## config.mk

```make
export PLATFORM = sky130hd
export DESIGN_NAME = pio_pull_ctrl_flat
export DESIGN_NICKNAME = d
export VERILOG_FILES = /design/src/rtl/pio_pull_ctrl_if.sv /design/src/rtl/pio_pull_ctrl.sv /design/src/flat_wrapper.sv
export SDC_FILE = /design/constraint.sdc
export NUM_CORES = 1
export LEC_CHECK = 0
export ABC_AREA = 1
export CORE_ASPECT_RATIO = 1.75
export CORE_MARGIN = 2
export CORE_UTILIZATION = 43
export CTS_CLUSTER_SIZE = 30
export DETAILED_ROUTE_END_ITERATION = 7
export MAX_ROUTING_LAYER = met4
export PLACE_DENSITY = 0.85
export SYNTH_ARGS = -nofsm -noshare
export SYNTH_HDL_FRONTEND = slang
export SYNTH_SLANG_ARGS = --single-unit
```

## constraint.sdc

```tcl
create_clock -name clk -period 2.5 [get_ports clk]
set_clock_uncertainty 0.2 [all_clocks]
set_input_delay 0.375 -clock clk [delete_from_list [all_inputs] [get_ports clk]]
set_output_delay 0.375 -clock clk [all_outputs]
set_load 0.03 [all_outputs]
```

## src/rtl/pio_pull_ctrl_if.sv

```systemverilog
// pio_pull_ctrl_if: bundle between the SM execution unit / TX FIFO (master)
// and the pull controller (slave).
//   SM side     : pull_req, pull_block, pull_ifempty, out_req, autopull_en,
//                 pull_thresh, shift_count, x_reg
//   FIFO side   : fifo_empty, fifo_count, fifo_data -> ctrl; fifo_pop <- ctrl
//   OSR side    : osr_load, osr_data, osr_clear_count, stall, pull_done
// Optional (PIO_PULL_STATS_EN): stats_clr -> ctrl; stall_cycles, fifo_low <- ctrl
interface pio_pull_ctrl_if #(
  parameter int unsigned DATA_W = 32,
  parameter int unsigned CNT_W  = 3
);
  logic              pull_req;
  logic              pull_block;
  logic              pull_ifempty;
  logic              out_req;
  logic              autopull_en;
  logic [4:0]        pull_thresh;
  logic [5:0]        shift_count;
  logic [DATA_W-1:0] x_reg;
  logic              fifo_empty;
  logic [CNT_W-1:0]  fifo_count;
  logic [DATA_W-1:0] fifo_data;
  logic              fifo_pop;
  logic              osr_load;
  logic [DATA_W-1:0] osr_data;
  logic              osr_clear_count;
  logic              stall;
  logic              pull_done;
`ifdef PIO_PULL_STATS_EN
  logic              stats_clr;
  logic [15:0]       stall_cycles;
  logic              fifo_low;
`endif

  modport master (
`ifdef PIO_PULL_STATS_EN
    output stats_clr,
    input  stall_cycles, fifo_low,
`endif
    output pull_req, pull_block, pull_ifempty, out_req, autopull_en,
    output pull_thresh, shift_count, x_reg,
    output fifo_empty, fifo_count, fifo_data,
    input  fifo_pop, osr_load, osr_data, osr_clear_count, stall, pull_done
  );

  modport slave (
`ifdef PIO_PULL_STATS_EN
    input  stats_clr,
    output stall_cycles, fifo_low,
`endif
    input  pull_req, pull_block, pull_ifempty, out_req, autopull_en,
    input  pull_thresh, shift_count, x_reg,
    input  fifo_empty, fifo_count, fifo_data,
    output fifo_pop, osr_load, osr_data, osr_clear_count, stall, pull_done
  );
endinterface

```

## src/rtl/pio_pull_ctrl.sv

```systemverilog
// pio_pull_ctrl: sequences the TX FIFO into the state machine's OSR.
// Handles explicit PULL (blocking / non-blocking / IFEMPTY) and autopull on
// the shift-count threshold, driving pop, OSR load, stall and done strobes.
// Ports:
//   clk, rst_n : clock, asynchronous active-low reset
//   bus        : pio_pull_ctrl_if.slave (see interface file for signal list)
// Optional feature macro: PIO_PULL_STATS_EN adds stall_cycles, fifo_low and
// stats_clr on the interface.
module pio_pull_ctrl #(
  parameter int unsigned DATA_W = 32,
  parameter int unsigned CNT_W  = 3
) (
  input  logic            clk,
  input  logic            rst_n,
  pio_pull_ctrl_if.slave  bus
);
  localparam int unsigned THR_W = 6;

  typedef enum logic [1:0] {
    IDLE    = 2'd0,
    STALL   = 2'd1,
    CAPTURE = 2'd2
  } state_e;

  state_e            state_q, state_d;
  logic              src_x_q, src_x_d;   // CAPTURE source: 1 = X, 0 = FIFO
  logic              expl_q, expl_d;     // CAPTURE kind: 1 = explicit PULL
  logic [DATA_W-1:0] osr_data_q, osr_data_d;

  logic [THR_W-1:0]  eff_thresh;
  logic              full;
  logic              pop_c, load_c, stall_c, done_c;

  // Threshold of 0 encodes a full 32-bit word.
  assign eff_thresh = (bus.pull_thresh == 5'd0) ? THR_W'(32) : THR_W'(bus.pull_thresh);
  assign full       = (bus.shift_count >= eff_thresh);

  // State register and captured transfer attributes.
  always_ff @(posedge clk or negedge rst_n) begin
    if (!rst_n) begin
      state_q    <= IDLE;
      src_x_q    <= 1'b0;
      expl_q     <= 1'b0;
      osr_data_q <= '0;
    end else begin
      state_q    <= state_d;
      src_x_q    <= src_x_d;
      expl_q     <= expl_d;
      osr_data_q <= osr_data_d;
    end
  end

  // Next-state and strobe decode.
  always_comb begin
    state_d    = state_q;
    src_x_d    = src_x_q;
    expl_d     = expl_q;
    osr_data_d = osr_data_q;
    pop_c      = 1'b0;
    load_c     = 1'b0;
    stall_c    = 1'b0;
    done_c     = 1'b0;

    unique case (state_q)
      IDLE: begin
        if (bus.pull_req) begin
          if (bus.pull_ifempty && !full) begin
            done_c = 1'b1;
          end else if (!bus.fifo_empty) begin
            pop_c   = 1'b1;
            state_d = CAPTURE;
            src_x_d = 1'b0;
            expl_d  = 1'b1;
          end else if (bus.pull_block) begin
            stall_c = 1'b1;
            state_d = STALL;
          end else begin
            // Non-blocking PULL on empty FIFO: snapshot X now.
            state_d    = CAPTURE;
            src_x_d    = 1'b1;
            expl_d     = 1'b1;
            osr_data_d = bus.x_reg;
          end
        end else if (bus.autopull_en && full) begin
          if (!bus.fifo_empty) begin
            pop_c   = 1'b1;
            state_d = CAPTURE;
            src_x_d = 1'b0;
            expl_d  = 1'b0;
          end else if (bus.out_req) begin
            stall_c = 1'b1;
          end
        end
      end

      STALL: begin
        // Abort wins over data arriving in the same cycle.
        if (!bus.pull_req) begin
          state_d = IDLE;
        end else begin
          stall_c = 1'b1;
          if (!bus.fifo_empty) begin
            pop_c   = 1'b1;
            state_d = CAPTURE;
            src_x_d = 1'b0;
            expl_d  = 1'b1;
          end
        end
      end

      CAPTURE: begin
        load_c  = 1'b1;
        done_c  = expl_q;
        stall_c = expl_q | bus.out_req;
        state_d = IDLE;
        if (!src_x_q) begin
          osr_data_d = bus.fifo_data;
        end
      end

      default: begin
        state_d = IDLE;
      end
    endcase
  end

  // Strobes are forced low while reset is asserted so the bus is quiet at once.
  assign bus.fifo_pop        = rst_n & pop_c;
  assign bus.osr_load        = rst_n & load_c;
  assign bus.osr_clear_count = rst_n & load_c;
  assign bus.stall           = rst_n & stall_c;
  assign bus.pull_done       = rst_n & done_c;

  // FIFO read data is already a register; pass it through on the load cycle.
  assign bus.osr_data = (state_q == CAPTURE && !src_x_q) ? bus.fifo_data : osr_data_q;

`ifdef PIO_PULL_STATS_EN
  logic [15:0] stall_cycles_q;
  logic        fifo_low_q;

  // Saturating stall-cycle counter and registered low-water flag.
  always_ff @(posedge clk or negedge rst_n) begin
    if (!rst_n) begin
      stall_cycles_q <= 16'd0;
      fifo_low_q     <= 1'b0;
    end else begin
      if (bus.stats_clr) begin
        stall_cycles_q <= 16'd0;
      end else if (stall_c && (stall_cycles_q != 16'hFFFF)) begin
        stall_cycles_q <= stall_cycles_q + 16'd1;
      end
      fifo_low_q <= (bus.fifo_count <= CNT_W'(1));
    end
  end

  assign bus.stall_cycles = stall_cycles_q;
  assign bus.fifo_low     = fifo_low_q;
`else
  logic unused_fifo_count;
  assign unused_fifo_count = ^bus.fifo_count;
`endif

endmodule

```

## src/flat_wrapper.sv

```systemverilog
// flat-port wrapper written by rule: the top's interface ports become plain ports
module pio_pull_ctrl_flat 
#(
  parameter int unsigned DATA_W = 32,
  parameter int unsigned CNT_W  = 3
)
  (clk, rst_n, bus_pull_req, bus_pull_block, bus_pull_ifempty, bus_out_req, bus_autopull_en, bus_pull_thresh, bus_shift_count, bus_x_reg, bus_fifo_empty, bus_fifo_count, bus_fifo_data, bus_fifo_pop, bus_osr_load, bus_osr_data, bus_osr_clear_count, bus_stall, bus_pull_done);
  pio_pull_ctrl_if #(.DATA_W(DATA_W), .CNT_W(CNT_W)) bus_i ();
  input  logic clk;
  input  logic rst_n;
  input wire logic [$bits(bus_i.pull_req)-1:0] bus_pull_req;
  input wire logic [$bits(bus_i.pull_block)-1:0] bus_pull_block;
  input wire logic [$bits(bus_i.pull_ifempty)-1:0] bus_pull_ifempty;
  input wire logic [$bits(bus_i.out_req)-1:0] bus_out_req;
  input wire logic [$bits(bus_i.autopull_en)-1:0] bus_autopull_en;
  input wire logic [$bits(bus_i.pull_thresh)-1:0] bus_pull_thresh;
  input wire logic [$bits(bus_i.shift_count)-1:0] bus_shift_count;
  input wire logic [$bits(bus_i.x_reg)-1:0] bus_x_reg;
  input wire logic [$bits(bus_i.fifo_empty)-1:0] bus_fifo_empty;
  input wire logic [$bits(bus_i.fifo_count)-1:0] bus_fifo_count;
  input wire logic [$bits(bus_i.fifo_data)-1:0] bus_fifo_data;
  output wire logic [$bits(bus_i.fifo_pop)-1:0] bus_fifo_pop;
  output wire logic [$bits(bus_i.osr_load)-1:0] bus_osr_load;
  output wire logic [$bits(bus_i.osr_data)-1:0] bus_osr_data;
  output wire logic [$bits(bus_i.osr_clear_count)-1:0] bus_osr_clear_count;
  output wire logic [$bits(bus_i.stall)-1:0] bus_stall;
  output wire logic [$bits(bus_i.pull_done)-1:0] bus_pull_done;
  assign bus_i.pull_req = bus_pull_req;
  assign bus_i.pull_block = bus_pull_block;
  assign bus_i.pull_ifempty = bus_pull_ifempty;
  assign bus_i.out_req = bus_out_req;
  assign bus_i.autopull_en = bus_autopull_en;
  assign bus_i.pull_thresh = bus_pull_thresh;
  assign bus_i.shift_count = bus_shift_count;
  assign bus_i.x_reg = bus_x_reg;
  assign bus_i.fifo_empty = bus_fifo_empty;
  assign bus_i.fifo_count = bus_fifo_count;
  assign bus_i.fifo_data = bus_fifo_data;
  assign bus_fifo_pop = bus_i.fifo_pop;
  assign bus_osr_load = bus_i.osr_load;
  assign bus_osr_data = bus_i.osr_data;
  assign bus_osr_clear_count = bus_i.osr_clear_count;
  assign bus_stall = bus_i.stall;
  assign bus_pull_done = bus_i.pull_done;
  pio_pull_ctrl #(.DATA_W(DATA_W), .CNT_W(CNT_W)) u_core (.clk(clk), .rst_n(rst_n), .bus(bus_i));
endmodule
```

==> summary.txt, run 1 <==
Floorplanning
  – I/O pins: 123
  – Core area: 6230 um^2
  – Die Y: 111 um
  – Initial Util: 44.9%
  – # rows: 38
  – Die width: 64.9 um
  – Full die area: 7180 um^2

STA
  – Max-slew violations: 0
  – Worst-margin pin slew: 0.570 ns
  – Final hold vios: 0
  – Max_slew headroom: 62.0%
  – Fin crit share: 102%
  – RSZ-0062 raised after global routing: yes
  – Period minus WS final: 2.55 ns
  – Min Hold Slack: 0.287 ns
  – Fin worst setup slack: -0.0506 ns
  – Fmax: 392 MHz
  – Setup-failing EPs final: 2

Logic synthesis
  – YS warnings: 0
  – Cell count after synthesis: 409
  – Syn nets: 501
  – Top cell type by total area after synthesis: dfrtp_1
  – Synth Register Bits: 36
  – Unique cell type count in the Yosys netlist: 23
  – Synth area leaders: dfrtp_1 (32%), nand2_1 (13%), inv_1 (11%)
  – Mapped cell area: 2790 um^2
  – Post-synthesis sequential area ratio: 32.2%
  – Area share of the largest cell type after synthesis: 32.2%
  – Syn_area_per_cell: 6.83 um^2

Run status
  – Status: finished, violations left
  – Failing checks: setup timing

Clock network
  – Clock transition at path regs: 0.07 ns
  – CTS HTree Levels: 2
  – Skew-Pair Late Insertion Delay: 0.27 ns
  – Max Buffers Root-to-Sink: 2
  – CTS sink cnt: 36
  – Num CTS Buffers: 5
  – CTS tree: built
  – CTS root buf: clkbuf_8

Critical path
  – CP Data Required Time: 1.92 ns
  – Startpoint types: primary input
  – Setup crit end kind: output port
  – Data arrival, critical path: 1.98 ns
  – CP max FO: 3
  – Critical path type: primary input to output port

Route
  – Drc violations: 0
  – ANT nets after route: 0
  – Iter 0 DRT Violations: 127
  – Routed length per instance: 12.1 um
  – Drt total wl: 7.32 mm
  – Drt via density: 4.87
  – DR vias: 2945
  – First-pass detailed-route iteration total: 4

Power
  – PwrDens: 1170 nW/um^2
  – Peak supply drop: 576 uV
  – Tot Pwr: 0.00495 W
  – Leakage: 2.17 nW

Cells and area
  – Final nets: 617
  – Share of cells above drive strength 1: 28.2%
  – Post-layout util: 67.7%
  – Area Overhead vs Synth: 50.9%
  – Fill count: 518
  – # diodes: 0

Worst hold path
  – Type of the worst min-delay path: flop to flop

GRT
  – Total track usage: 21.1%
  – Largest net degree at the start of global routing: 67
  – Initial antenna violation count: 0
  – GR Overflow Total: 0
  – First-pass GRT wire length: 12.1 mm
  – Vias in the first global route: 2863

Job
  – MaxCap Viol Count: 0

Placement
  – Final HPWL DP: 5.40 mm
  – Port Buffers: 119
  – Gpl congestion: 0.988
[placed cells by master (no fill, tap or decap), types with 7 or more instances in the layout]
| cell type | count |
|---|---|
| dfrtp_1 | 35 |
| inv_1 | 81 |
| o21ai_2 | 34 |
| nand2_2 | 29 |
| o21ai_0 | 35 |
| nand2_1 | 90 |
| o21ai_1 | 33 |
| clkbuf_8 | 7 |
| nand3_1 | 7 |
| clkdlybuf4s50_1 | 70 |
| buf_4 | 42 |
| nor2_1 | 7 |
[layer usage]
layer,part of all wire (%),global-route usage (%),vias up,wire [um]
met3,4.2,2.55,8,305
met5,0,-,-,0
li1,-,-,1490,-
met2,57,40.2,93,4140
met4,1.5,7.23,0,110
met1,38,21.3,1354,2760
[stage by stage]
step | std cells | setup TNS, ns | worst slack [ns] | instance area, um^2
2_1_floorplan | 409 | 0 | 0.0309 | 2800
3_3_place_gp | 595 | -10.54 | -0.420 | 3960
3_5_place_dp | 595 | -13.22 | -0.498 | 3960
4_1_cts | 605 | -0.121 | -0.0663 | 4120
5_1_grt | 605 | -0.311 | -0.123 | 4220
6_report | 605 | -0.0516 | -0.0506 | 4220
[sequential cells by signal, indices dropped and copies added, names as in the netlist]
signal,flops
u_core.src_x_q,1
u_core.expl_q,1
u_core.state_q,2
u_core.osr_data_q,32
[synth_stat cells (all sizes together)]
cell	n
o31ai	1
nand4	4
nand3	11
o21ai	102
nor3	1
ha	6
nand2	122
a21oi	4
inv	86
clkbuf	5
buf	18
or2	1
nor2	11
o22ai	1
dfrtp	36
[kinds of logic after synthesis]
logic type / after synthesis / synth area share, %
compound gates: 108 / 23.9
fa+ha+maj: 6 / 2.69
buf+inv: 109 / 16.9
flops: 36 / 32.2
simple gates: 150 / 24.3
[power by group]
part	internal, W	total [W]	switching, W
clock	0.000245	0.000432	0.000187
combinational	0.00131	0.00346	0.00216
sequential	0.000861	0.00105	0.000191
total	0.00241	0.00495	0.00254
[worst paths after layout]
check,start,endpoint,slack [ns],cells past startpoint
worst max-delay path,bus_pull_thresh[1],bus_stall,-0.05,13
worst min-delay path,u_core.osr_data_q[6],u_core.osr_data_q[6],0.29,2
worst max register to register,u_core.state_q[1],u_core.osr_data_q[7],0.48,10
worst min register to register,u_core.osr_data_q[6],u_core.osr_data_q[6],0.29,2
max in group asynchronous,rst_n,u_core.state_q[1],1.21,3
min in group asynchronous,rst_n,u_core.osr_data_q[11],0.55,3
[critical path, cell delays in order]
cell     delay, ns
buf_8         0.10
nor3_4        0.18
nand3_2       0.11
ha_4          0.30
nand2_4       0.06
nor2_4        0.10
nand2_2       0.10
nand2_4       0.10
nand2_4       0.07
o21ai_2       0.10
nand2_1       0.08
a21oi_2       0.15
buf_6         0.15
[what timing repair did]
action / CTS / global route
hold buffers: 1 / 0
endpoints found under the hold margin: 36 / 0
resized for setup: 35 / 23
setup endpoints to repair: 34 / 8
buffers inserted: 2 / 0
pin swaps: 21 / 16
[layout make-up]
cell class / count / area [um^2] / area share (%)
flip-flops and latches: 36 / 902 / 21.4
inverters: 86 / 323 / 7.66
repair buffers: 132 / 1250 / 29.6
multi-input cells: 264 / 1550 / 36.7
clock buffers: 7 / 96.3 / 2.28
well taps: 80 / 100 / 2.37
Power figures use the tool's default switching activity.
==> run 2, diff against run 1 <==
Settings changed: CORE_MARGIN 2 to unset, SETUP_SLACK_MARGIN set to 0.4.
==> run 2 against run 1 <==
  * Sequential share of layout area down 5.9 points
  * Core utilization up 26 points
  * Non-clock buffer count up 44
  * Final cell count up 7.4%
  * Combinational power up 99%
  * The run still ends with setup timing left
  * Fmax down 5.9%
==> summary.txt, run 2 (same netlist as run 1, synthesis figures left out) <==
Run status
  – Status: finished, violations left
  – Failing checks: setup timing

GRT
  – Initial antenna violation count: 1
  – First-pass GRT wire length: 19.4 mm
  – Vias in the first global route: 3863
  – Total track usage: 38.7%
  – GR Overflow Total: 0
  – Largest net degree at the start of global routing: 67

Clock network
  – Skew-Pair Late Insertion Delay: 0.30 ns
  – CTS root buf: clkbuf_8
  – CTS tree: built
  – Max Buffers Root-to-Sink: 2
  – CTS sink cnt: 36
  – CTS HTree Levels: 2
  – Num CTS Buffers: 5
  – Clock transition at path regs: 0.09 ns

Critical path
  – Most used cell, CP: nand2_1
  – Slowest-stage cell, CP: ha_1
  – Crit path from: bus_pull_thresh[3]
  – CP Data Required Time: 1.92 ns
  – R2R Setup Slk: 0.09 ns
  – Data arrival, critical path: 2.14 ns
  – Startpoint types: primary input
  – Worst r2r src: u_core.state_q[0]
  – R2R Path End: u_core.osr_data_q[22]
  – Setup crit end kind: output port
  – CP Cell Sequence: dlygate4sd2_1 > inv_2 > ha_1 > nand2_1 > nand2_1 > a21oi_2 > buf_4 > nand3_1 > nand2_1 > nand3_2 > nand4_1 > inv_2 > buf_6
  – Worst reg-to-reg path cell count: 12
  – CP max FO: 2
  – Critical path type: primary input to output port
  – Worst Path Buf+Inv: 5
  – CP max stage delay: 0.33 ns
  – CP delay by family, top: simple AND/OR/NAND/NOR gates

Floorplanning
  – Core area: 6230 um^2
  – Die Y: 109 um
  – # rows: 38
  – Initial Util: 44.9%
  – Full die area: 6840 um^2
  – Die width: 62.9 um
  – I/O pins: 123

Route
  – DR vias: 4085
  – Routed length per instance: 26.1 um
  – Drt via density: 6.28
  – Iter 0 DRT Violations: 482
  – First-pass detailed-route iteration total: 7
  – Drt total wl: 16.9 mm
  – Drc violations: 0
  – ANT nets after route: 0

Power
  – Switching Fraction: 51.3%
  – Clock Power Share: 5.1%
  – PwrDens: 1480 nW/um^2
  – Tot Pwr: 0.00862 W
  – Leakage: 2.85 nW
  – Combinational share of power: 79.9%
  – Sequential power share: 15.0%
  – Internal power: 0.00419 W
  – NetSw: 0.00442 W
  – Peak supply drop: 1020 uV

STA
  – Fin worst setup slack: -0.212 ns
  – Fin crit share: 108%
  – Final TNS setup: -2.14 ns
  – Final hold vios: 0
  – Worst-margin pin slew: 0.500 ns
  – Max_slew headroom: 66.6%
  – Period minus WS final: 2.71 ns
  – Max-slew violations: 0
  – Fmax: 369 MHz
  – Setup-failing EPs final: 33
  – RSZ-0062 raised after global routing: yes
  – Min Hold Slack: 0.346 ns

Cells and area
  – Post-layout util: 93.7%
  – Fill count: 181
  – Share of cells above drive strength 1: 45.9%
  – Final nets: 661
  – Largest regs: u_core.osr_data_q x32, u_core.state_q x2
  – Area Overhead vs Synth: 109%
  – Leading cell type in the layout, fill and taps excluded: inv_1
  – Most frequent cells in the layout: inv_1 (79), clkdlybuf4s50_1 (71), nand2_1 (58), nand2_4 (49), buf_6 (45)
  – Most flop-heavy register: u_core.osr_data_q
  – Max reg flops: 32

Placement
  – Final HPWL DP: 5.71 mm
  – Port Buffers: 119
  – Gpl congestion: 0.936

Worst hold path
  – Hold Path Depth: 2
  – WHS Endpoint: u_core.osr_data_q[21]
  – Type of the worst min-delay path: flop to flop
  – Hold_sp: u_core.osr_data_q[21]

Job
  – MaxCap Viol Count: 0
## run 2: cell count changes in the layout (fill, tap and decap cells not counted), moves of 4 or more
cell / delta
nand2_4: +46
buf_6: +40
nand2_1: -32
o21ai_1: -32
o21ai_4: +29
buf_4: -25
nand2_2: -15
buf_16: +14
buf_12: +13
o21ai_2: +4
## run 2: power groups by stage
| stage | Combinational (W) | Clock (W) | Sequential, W |
|---|---|---|---|
| after floorplan | 0.00272 | 0 | 0.00102 |
| after global placement | 0.00359 | 0 | 0.00104 |
| after detailed placement | 0.00366 | 0 | 0.00105 |
| after CTS | 0.00566 | 0.000393 | 0.00117 |
| after global routing | 0.00708 | 0.000447 | 0.00129 |
| final | 0.00688 | 0.000443 | 0.00129 |
## run 2: tightest hold or removal path: stages, from the launching register on
cell     delay, ns
dfrtp_1       0.41
nand2_4       0.06
o21ai_2       0.05
## run 2: worst max path at each step
stage | to | cells after the start | slack, ns
2_1_floorplan | bus_pull_done | 10 | 0.18
3_3_place_gp | bus_stall | 13 | -0.40
3_5_place_dp | bus_pull_done | 12 | -0.52
4_1_cts | bus_stall | 13 | -0.04
5_1_grt | bus_fifo_pop | 9 | -0.22
6_report | bus_fifo_pop | 13 | -0.21
## run 2: what timing repair did
| item | in CTS | in global routing |
|---|---|---|
| cloned | 13 | 3 |
| hold endpoints to repair | 36 | 0 |
| resized for setup | 172 | 49 |
| setup endpoints to repair | 73 | 72 |
| pin swaps | 27 | 18 |
| hold buffers | 1 | 0 |
| buffers inserted | 22 | 8 |
## run 2: layout make-up
type                    instances  area, um^2  area share [%]
multi-input cells             264        2230            38.2
diodes                          1        2.50          0.0429
clock buffers                   6        72.6            1.24
inverters                      86         323            5.53
well taps                      80         100            1.71
clock inverters                 1        5.00          0.0857
flip-flops and latches         36         903            15.5
repair buffers                176        2200            37.7
## run 2: routing by layer
| layer | share of wire, % | vias to the layer above | GRT usage (%) |
|---|---|---|---|
| li1 | - | 1597 | - |
| met1 | 31 | 1901 | 35.8 |
| met2 | 49 | 408 | 73.1 |
| met3 | 8.6 | 179 | 5.44 |
| met4 | 12 | 0 | 24.3 |
| met5 | 0 | - | - |
## run 2: stage by stage
step           setup slack, ns  cells  instance area [um^2]
6_report                -0.212    650                  5840
3_5_place_dp            -0.516    595                  4120
3_3_place_gp            -0.404    595                  4120
5_1_grt                 -0.220    650                  5840
4_1_cts                -0.0443    638                  5400
2_1_floorplan            0.181    409                  2980
==> run 3, diff against run 2 <==
Settings changed: CAP_MARGIN set to 40, TNS_END_PERCENT set to 50.
==> run 3 against run 2 <==
  * The flow still finishes with violations (setup timing)
  * Flip-flop and latch count unchanged
  * Sequential share of layout area increased by 2.0 points
  * Setup slack improved by 0.15 ns
  * Highest routed layer unchanged
==> summary.txt, run 3 (same netlist as run 1, synthesis figures left out) <==
Clock network
  – CTS root buf: clkbuf_8
  – CTS sink cnt: 36
  – Max Buffers Root-to-Sink: 2
  – Clock transition at path regs: 0.06 ns
  – Skew-Pair Late Insertion Delay: 0.28 ns
  – Num CTS Buffers: 5
  – CTS tree: built
  – CTS HTree Levels: 2

Placement
  – Placed insts: 598
  – Final HPWL DP: 5.65 mm
  – Gpl congestion: 0.927
  – Area after DPL: 4160 um^2
  – Port Buffers: 119

Power
  – Peak supply drop: 765 uV
  – Leakage: 2.53 nW
  – PwrDens: 1340 nW/um^2

Cells and area
  – Share of cells above drive strength 1: 42.2%
  – Leading cell type in the layout, fill and taps excluded: inv_1
  – # diodes: 0
  – Design Area, Final: 5160 um^2
  – Area Overhead vs Synth: 84.9%
  – Fill count: 332
  – Post-route insts no fill: 625
  – Most frequent cells in the layout: inv_1 (79), clkdlybuf4s50_1 (70), nand2_1 (61), nand2_2 (43), o21ai_2 (43)
  – Max reg flops: 32
  – Final nets: 637
  – Most flop-heavy register: u_core.osr_data_q
  – Largest regs: u_core.osr_data_q x32, u_core.state_q x2

STA
  – Fmax: 390 MHz
  – Setup-failing EPs final: 2
  – Period minus WS final: 2.57 ns
  – Final hold vios: 0
  – Max-slew violations: 0
  – RSZ-0062 raised after global routing: yes
  – Max_slew headroom: 69.3%
  – Min Hold Slack: 0.285 ns
  – Fin worst setup slack: -0.0663 ns
  – Final TNS setup: -0.128 ns
  – Worst-margin pin slew: 0.460 ns
  – Fin crit share: 103%

Floorplanning
  – I/O pins: 123
  – Full die area: 6840 um^2
  – # rows: 38
  – Die width: 62.9 um
  – Initial Util: 44.9%
  – Core area: 6230 um^2
  – Die Y: 109 um

Critical path
  – Data arrival, critical path: 1.99 ns
  – Slowest-stage cell, CP: ha_4
  – CP Cell Sequence: buf_6 > nor3_4 > nand3_2 > ha_4 > nand2_4 > nor2_2 > nand2_1 > nand2_2 > nand2_4 > o21ai_2 > nand2_2 > a21oi_4 > buf_6
  – CP Data Required Time: 1.92 ns
  – CP max stage delay: 0.29 ns
  – Worst reg-to-reg path cell count: 11
  – Startpoint types: primary input
  – R2R Path End: u_core.osr_data_q[26]
  – R2R Setup Slk: 0.34 ns
  – Critical path type: primary input to output port
  – Worst r2r src: u_core.state_q[1]
  – Setup crit end kind: output port
  – CP max FO: 3

GRT
  – Total track usage: 26.2%
  – First-pass GRT wire length: 13.8 mm
  – Initial antenna violation count: 0
  – GR Overflow Total: 0
  – Largest net degree at the start of global routing: 67
  – Vias in the first global route: 3137

Route
  – Iter 0 DRT Violations: 195
  – DR vias: 3306
  – Routed length per instance: 17.5 um
  – Drt via density: 5.29
  – Drt total wl: 11.0 mm
  – First-pass detailed-route iteration total: 4
  – ANT nets after route: 0
  – Drc violations: 0

Job
  – MaxCap Viol Count: 0

Run status
  – Status: finished, violations left
  – Failing checks: setup timing

Worst hold path
  – WHS Endpoint: u_core.osr_data_q[7]
  – Type of the worst min-delay path: flop to flop
  – Hold Path Depth: 2
  – Hold_sp: u_core.osr_data_q[7]
==> run 3: layer usage <==
| metal | routed length (um) | share of wire, % | GRT usage, % | vias to the layer above |
|---|---|---|---|---|
| met5 | 0 | 0 | - | - |
| met4 | 461 | 4.2 | 12.0 | 0 |
| met3 | 517 | 4.7 | 2.93 | 40 |
| met2 | 6200 | 57 | 48.5 | 153 |
| met1 | 3780 | 35 | 27.5 | 1569 |
| li1 | - | - | - | 1544 |
==> run 3: how the worst max path moves through the flow <==
| stage | from | endpoint | slack, ns |
|---|---|---|---|
| detailed placement | bus_pull_thresh[0] | bus_stall | -0.53 |
| global placement | bus_pull_thresh[0] | bus_stall | -0.40 |
| global route | bus_pull_thresh[2] | bus_stall | -0.15 |
| floorplan | bus_pull_thresh[0] | bus_pull_done | 0.18 |
| finish | bus_pull_thresh[2] | bus_stall | -0.07 |
| CTS | bus_pull_thresh[2] | bus_stall | -0.07 |
==> run 3: worst max-delay path: cells and delay by family <==
family	cells	cell delay, ns
and+or+nand+nor	8	0.79
AOI/OAI and AO/OA	2	0.30
adders and majority gates	1	0.29
buffers and inverters	2	0.24
==> run 3: stage by stage <==
stage / setup WS [ns] / util (%) / total power, W
finish: -0.0663 / 82.9 / 0.00694
detailed placement: -0.534 / 66.7 / 0.00479
global route: -0.145 / 82.9 / 0.00727
global placement: -0.404 / 66.7 / 0.00471
floorplan: 0.181 / - / 0.00368
CTS: -0.0706 / 73.0 / 0.00564
==> run 3: cell type report <==
| class | instances | area, um^2 | area share, % |
|---|---|---|---|
| flip-flops and latches | 36 | 902 | 17.5 |
| inverters | 86 | 323 | 6.25 |
| clock buffers | 6 | 72.6 | 1.41 |
| well taps | 80 | 100 | 1.94 |
| multi-input cells | 265 | 2010 | 38.9 |
| clock inverters | 1 | 5.00 | 0.0969 |
| repair buffers | 151 | 1760 | 34.0 |
==> run 3: power breakdown <==
group	switching (W)	internal, W	total [W]	leakage [nW]
combinational	0.00296	0.00241	0.00537	2.04
sequential	0.000313	0.000859	0.00117	0.449
clock	0.000209	0.000190	0.000399	0.0410
total	0.00348	0.00346	0.00694	2.53
==> run 3: what timing repair did <==
item | 4_1_cts | 5_1_grt
hold buffers | 1 | 0
pin swaps | 21 | 24
resized for setup | 61 | 103
endpoints found under the setup margin | 73 | 72
buffers inserted | 7 | 1
cloned | 3 | 8
hold endpoints to repair | 36 | 0
